File: src/rtl/sort_deskew_serializer.sv
// sort_deskew_serializer
// Sits downstream of the 4-input pipelined sorter. It owns the sorter's shared
// enable, tracks which sorter pipeline slots carry real groups, re-aligns the
// staggered sorter outputs into one 4-word group, buffers up to two groups and
// streams each group out one word per valid/ready transfer.
module sort_deskew_serializer #(
  parameter int width = 8
) (
  input  logic             clk,
  input  logic             rst,
  input  logic             grp_valid,
  output logic             grp_ready,
  output logic             sort_en,
  input  logic [width-1:0] srt1,
  input  logic [width-1:0] srt2,
  input  logic [width-1:0] srt3,
  input  logic [width-1:0] srt4,
  output logic [width-1:0] out_data,
  output logic             out_valid,
  input  logic             out_ready,
  output logic             out_last
);

  // One buffered group; element [k] is the word emitted at index k.
  typedef logic [3:0][width-1:0] group_t;

  // Sorter pipeline occupancy: tag[k] set means slot k holds a real group.
  logic [2:0]       tag;

  // Delay lines that line srt4 and srt3 up with srt1/srt2.
  logic [width-1:0] d4a;
  logic [width-1:0] d4b;
  logic [width-1:0] d3a;

  // Two-entry group buffer and its bookkeeping.
  group_t           grp_buf [2];
  logic             wr_ptr;
  logic             rd_ptr;
  logic [1:0]       count;
  logic [1:0]       idx;

  logic             full;
  logic             capture;
  logic             xfer;
  logic             pop;
  group_t           aligned;

  // Full comes from registered occupancy only, so a pop on the same edge never
  // frees a slot early and the enable stays free of any out_ready path.
  assign full      = (count == 2'd2);
  assign sort_en   = !(tag[2] && full);
  assign grp_ready = sort_en;

  // A tagged group reaching the end of the pipeline is written whenever the
  // sorter advances; the enable already guarantees a free slot.
  assign capture   = sort_en && tag[2];

  assign out_valid = (count != 2'd0);
  assign out_last  = out_valid && (idx == 2'd3);
  assign xfer      = out_valid && out_ready;
  assign pop       = xfer && (idx == 2'd3);

  // Word order in the entry: srt1, srt2, delayed srt3, doubly delayed srt4.
  assign aligned   = {d4b, d3a, srt2, srt1};

  // Advance the occupancy tags and the skew delay lines with the sorter.
  // NOTE: sequential state uses non-blocking assignments so every register
  // samples pre-edge values; blocking here would collapse d4a/d4b into one stage.
  always_ff @(posedge clk or negedge rst) begin
    if (!rst) begin
      tag <= '0;
      d4a <= '0;
      d4b <= '0;
      d3a <= '0;
    end else if (sort_en) begin
      tag <= {tag[1:0], grp_valid};
      d4a <= srt4;
      d4b <= d4a;
      d3a <= srt3;
    end
  end

  // Write the aligned group into the buffer slot at the write pointer.
  // NOTE: the buffer storage is reset on purpose so out_data reads as zero after
  // reset and no stale word from before the reset can ever be presented.
  always_ff @(posedge clk or negedge rst) begin
    if (!rst) begin
      grp_buf[0] <= '0;
      grp_buf[1] <= '0;
      wr_ptr     <= 1'b0;
    end else if (capture) begin
      grp_buf[wr_ptr] <= aligned;
      wr_ptr          <= ~wr_ptr;
    end
  end

  // Occupancy count: a capture and a pop on the same edge cancel out.
  always_ff @(posedge clk or negedge rst) begin
    if (!rst) begin
      count <= 2'd0;
    end else begin
      case ({capture, pop})
        2'b10:   count <= count + 2'd1;
        2'b01:   count <= count - 2'd1;
        default: count <= count;
      endcase
    end
  end

  // Serializer position: each transfer steps the word index, the fourth one
  // wraps it back to zero and retires the head entry.
  always_ff @(posedge clk or negedge rst) begin
    if (!rst) begin
      idx    <= 2'd0;
      rd_ptr <= 1'b0;
    end else if (xfer) begin
      idx <= idx + 2'd1;
      if (pop) begin
        rd_ptr <= ~rd_ptr;
      end
    end
  end

  // Select the current word of the head entry; zero while nothing is offered.
  // NOTE: the default assignment first keeps this block free of inferred latches.
  always_comb begin
    out_data = '0;
    if (out_valid) begin
      out_data = grp_buf[rd_ptr][idx];
    end
  end

  // Occupancy never exceeds the two buffer entries.
  a_count_range : assert property (@(posedge clk) disable iff (!rst)
    count <= 2'd2);

  // An offered word is held until downstream takes it.
  a_hold_stable : assert property (@(posedge clk) disable iff (!rst)
    (out_valid && !out_ready) |=> (out_valid && $stable(out_data) && $stable(out_last)));

endmodule

File: config.mk
export PLATFORM = sky130hd
export DESIGN_NAME = sort_deskew_serializer
export DESIGN_NICKNAME = d
export VERILOG_FILES = /design/src/rtl/sort_deskew_serializer.sv
export SDC_FILE = /design/constraint.sdc
export NUM_CORES = 1
export LEC_CHECK = 0
export CORE_AREA = 2 2 72 109
export CTS_CLUSTER_DIAMETER = 200
export DETAILED_ROUTE_END_ITERATION = 12
export DIE_AREA = 0 0 74 111
export HOLD_SLACK_MARGIN = 0.03
export PLACE_DENSITY_LB_ADDON = 0.2
export SYNTH_ARGS = -nofsm -noshare
export SYNTH_HDL_FRONTEND = slang
export SYNTH_SLANG_ARGS = --single-unit
File: constraint.sdc
create_clock -name clk -period 4.3 [get_ports clk]
set_clock_uncertainty 0.05 [all_clocks]
set_input_delay 0.86 -clock clk [delete_from_list [all_inputs] [get_ports clk]]
set_output_delay 0.86 -clock clk [all_outputs]
set_load 0.1 [all_outputs]
### Word level (Yosys, flattened, before mapping)

Cells that the tools add are included.

* register bits after elaboration: 97
* input port bits: 36

* add/subtract/negate cells: 3
* $lt $le $gt $ge: 4
* equality and inequality tests: 4
* muxes and demuxes: 10
* bitwise gates (word level): 4
* reductions and logical operators: 10

Operator list (count)
* $mux W32: 4
* $bwmux W64: 1
* $demux W32 S1: 1
* $bmux W8 S2: 1
* $mux W8: 2
* $eq A2 B2 Y1 const B: 3
* $logic_and A1 B1 Y1: 6
* $add A2 B1 Y2 const B: 2
* $ge A2 B2 Y1 const B: 2
* $not A1 Y2: 2
* $pmux W2 S2: 1
* $reduce_bool A2 Y1: 2
* $lt A2 B3 Y1 const B: 1
* $eq A2 B1 Y1 const B: 1
* $lt A2 B1 Y1 const B: 1
* $not A1 Y1: 2
* $reduce_and A2 Y1: 1
* $sub A2 B1 Y2 const B: 1
* $logic_not A1 Y1: 1

### Logic depth before layout (Yosys ltp)

* depth after elaboration: 7
* gate-level depth with buffers: 6
* gate-level depth less buffers: 6

### Worst setup path before layout

No wires, ideal clock.

* path kind: reg2out
* start point: register count[0]
* end point: output out_data[0]
* data arrival time: 2490 ps
* data required time: 3390 ps
* path slack: 900 ps
* stages on the path, launching flop included: 4
* cells stage by stage: dfrtp_1 or2_2 clkbuf_1 and3_1

* word-level cells in the longest chain between the ends: 2

Ends and longest elaborated chain
* from (decl): RTL line 39 `logic [1:0] count;`
* from (signal assigned): RTL line 103 `2'b10: count <= count + 2'd1;`
* from (signal assigned): RTL line 104 `2'b01: count <= count - 2'd1;`
* from (signal assigned): RTL line 105 `default: count <= count;`
* $reduce_bool A2 Y1: RTL line 58 `assign out_valid = (count != 2'd0);`
* named net out_valid: RTL line 19 `output logic out_valid,`
* $mux W8: RTL line 128 `if (out_valid) begin`
* to (decl): RTL line 18 `output logic [width-1:0] out_data,`

The timed path passes the listed nets, and every way through them passes these cells.

### Worst setup path after layout

* start point: register count[0]
* end point: output out_last

* word-level cells in the longest chain between the ends: 2

Ends and longest elaborated chain
* $reduce_bool A2 Y1: RTL line 58
* $logic_and A1 B1 Y1: RTL line 59 `assign out_last = out_valid && (idx == 2'd3);`
* to (decl): RTL line 21 `output logic out_last`

No other way between the ends.

==> out/metrics.cfg <==
[clock_tree]
tritoncts=yes
htreeDepth=3
cts_hold_buffers=0
cts_resized=0
cts-root-buf=clkbuf_16
cts.reportedPaths.clkPinSlew_ns=0.06
cts_setup_buffers=0
clock_path_buffers=2
cts-buffers-inserted=9
clkSinkCount=97
clock_latency_ns=0.34

[run]
maxCapViolations=0

[finish]
multiInputGateArea_um2=1723
diodes=0
area_delta_synth_final_pct=18.21
stdcell_count=436
fin_area_um2=5060
fillCellCount=539
nNetsFinal=367
drive_gt1_share_pct=37.72
seq_area_um2=2427

[detailed_routing]
vias=2418
ant_nets=0
drt_iter0_drc=120
wire_per_inst_um=17.21
routed_via_density=5.546
drc=0
firstDrtPassIters=4
wl_um=7504

[synth]
synth.area.top_cells=dfrtp_1 (57%), mux2_2 (23%), mux2i_1 (7.5%)
syn_avg_cell_area_um2=15.02
synth_edf_count=0
synthFlopType=dfrtp_1
ys_ff_latch=97
synth-async-reset-ratio_pct=100.0
synth_top_family_by_area=multiplexers
synth_common_cells=dfrtp_1 (97), mux2_2 (89), mux2i_1 (32)
synthMuxAreaShare_pct=31.60
synth-xor-area-share_pct=1.228
syn_nets=323
yosys.area.top_type=dfrtp_1
ys_types=25
yosysSeqAreaShare_pct=56.71
synthDominantCellAreaShare_pct=56.71
synth-simple-area-share_pct=4.034
synth_compound_area_share_pct=2.806
ys_warn_count=0
synth-adder-area-share_pct=0.5846
syn_inst=285
post_synth_instance_area_um2=4280
synth.most_common_cell=dfrtp_1

[timing]
slew_violations=0
setup_viol=0
fmax_mhz=305.4
timing.setup.tns_ns=0
fin_crit_sh_pct=76.15
rsz0062_at_grt=false
post-route-min-period_ns=3.275
tightest_slew_ns=1.023
finalHoldViolCount=0
relSlewSlack_pct=31.81

[floorplanning]
dieArea_um2=8214
row_count=39
initial_core_util_pct=58.09
core_region_area_um2=7368
die_y_um=111
die-width_um=74
io_pins=48

[global_routing]
grt_util_all_layers_pct=20.21
grt_pass1_wl_um=12390
grt_pass1_vias=2562
grt_start_max_net_pins=85
gr-total-overflow=0
antenna_found_initial=0

[setup_path]
crit_path_start_kind=flop
worst-path-max-fanout=12
cp-end-kind=primary output
required_ns=3.39
cp.arrival_ns=2.36
critical_path_class=flop to primary output

[placed_design]
place_area_um2=4756
dp_hpwl_um=4983
place.gp.congestion=0.7511
io_buffers=47
placed_cells=420

[status]
status=finished, final reports clean

[hold_path]
hp-class=flop to flop

[layout by cell type (no fill, tap or decap), types with 2 or more instances in the layout]
cell / count
a22oi_1: 16
and2_1: 2
and3_1: 9
buf_4: 13
clkbuf_16: 9
clkdlybuf4s50_1: 36
clkinvlp_4: 3
dfrtp_1: 97
ha_1: 2
inv_6: 2
mux2_2: 89
mux2_4: 2
mux2i_1: 32
nand2_1: 2
nor2_1: 2
nor2b_1: 2
xnor2_1: 4
xor2_1: 2
[layout make-up]
type | instances | share of cell area (%)
Multi-Input combinational cell | 171 | 34.05
Timing Repair Buffer | 50 | 9.446
Tap cell | 102 | 2.522
Sequential cell | 97 | 47.97
Clock buffer | 9 | 4.451
Clock inverter | 7 | 1.558
[critical path: stages, from the launching register on]
cell             delay, ns
dfrtp_1               0.46
or2_2                 0.29
and2_1                0.15
clkdlybuf4s50_1       1.12
[metal layers]
metal	GRT usage, %	part of all wire, %
met3	3.273	3.3
met1	26.21	43
met5	0	0
met2	32.08	51
met4	10.42	2.5
[final timing paths]
check / from / to / slack, ns / cells past startpoint
max in group asynchronous: rst / grp_buf[3] / 2.75 / 2
min in group asynchronous: rst / grp_buf[23] / 0.64 / 1
worst min-delay path: tag[1] / tag[2] / 0.41 / 1
worst max register to register: count[0] / count[1] / 2.42 / 5
worst max-delay path: count[0] / out_last / 1.03 / 3
worst min register to register: tag[1] / tag[2] / 0.41 / 1
[cells by family after synthesis]
kind of cell | count (synthesis)
flops | 97
buf+inv | 17
fa+ha+maj | 2
simple gates | 24
xor+xnor | 6
mux | 123
compound gates | 16
[metrics by stage]
step / util (%) / worst slack (ns) / hold slack (ns)
after floorplan: - / 0.8998 / 0.3805
after global placement: 64.54 / 1.413 / 0.3895
after detailed placement: 64.54 / 1.371 / 0.3921
after CTS: 68.67 / 1.003 / 0.4067
after global routing: 68.67 / 0.9612 / 0.4269
final: 68.67 / 1.025 / 0.4066
[state kept, by name, indices dropped and copies added (netlist names)]
| name | count |
|---|---|
| rd_ptr | 1 |
| d3a | 8 |
| d4a | 8 |
| count | 2 |
| d4b | 8 |
| grp_buf | 64 |
| idx | 2 |
| tag | 3 |
| wr_ptr | 1 |
Power is not shown: default switching activity piles up to over one toggle a cycle in this logic, so the estimate is an artifact.
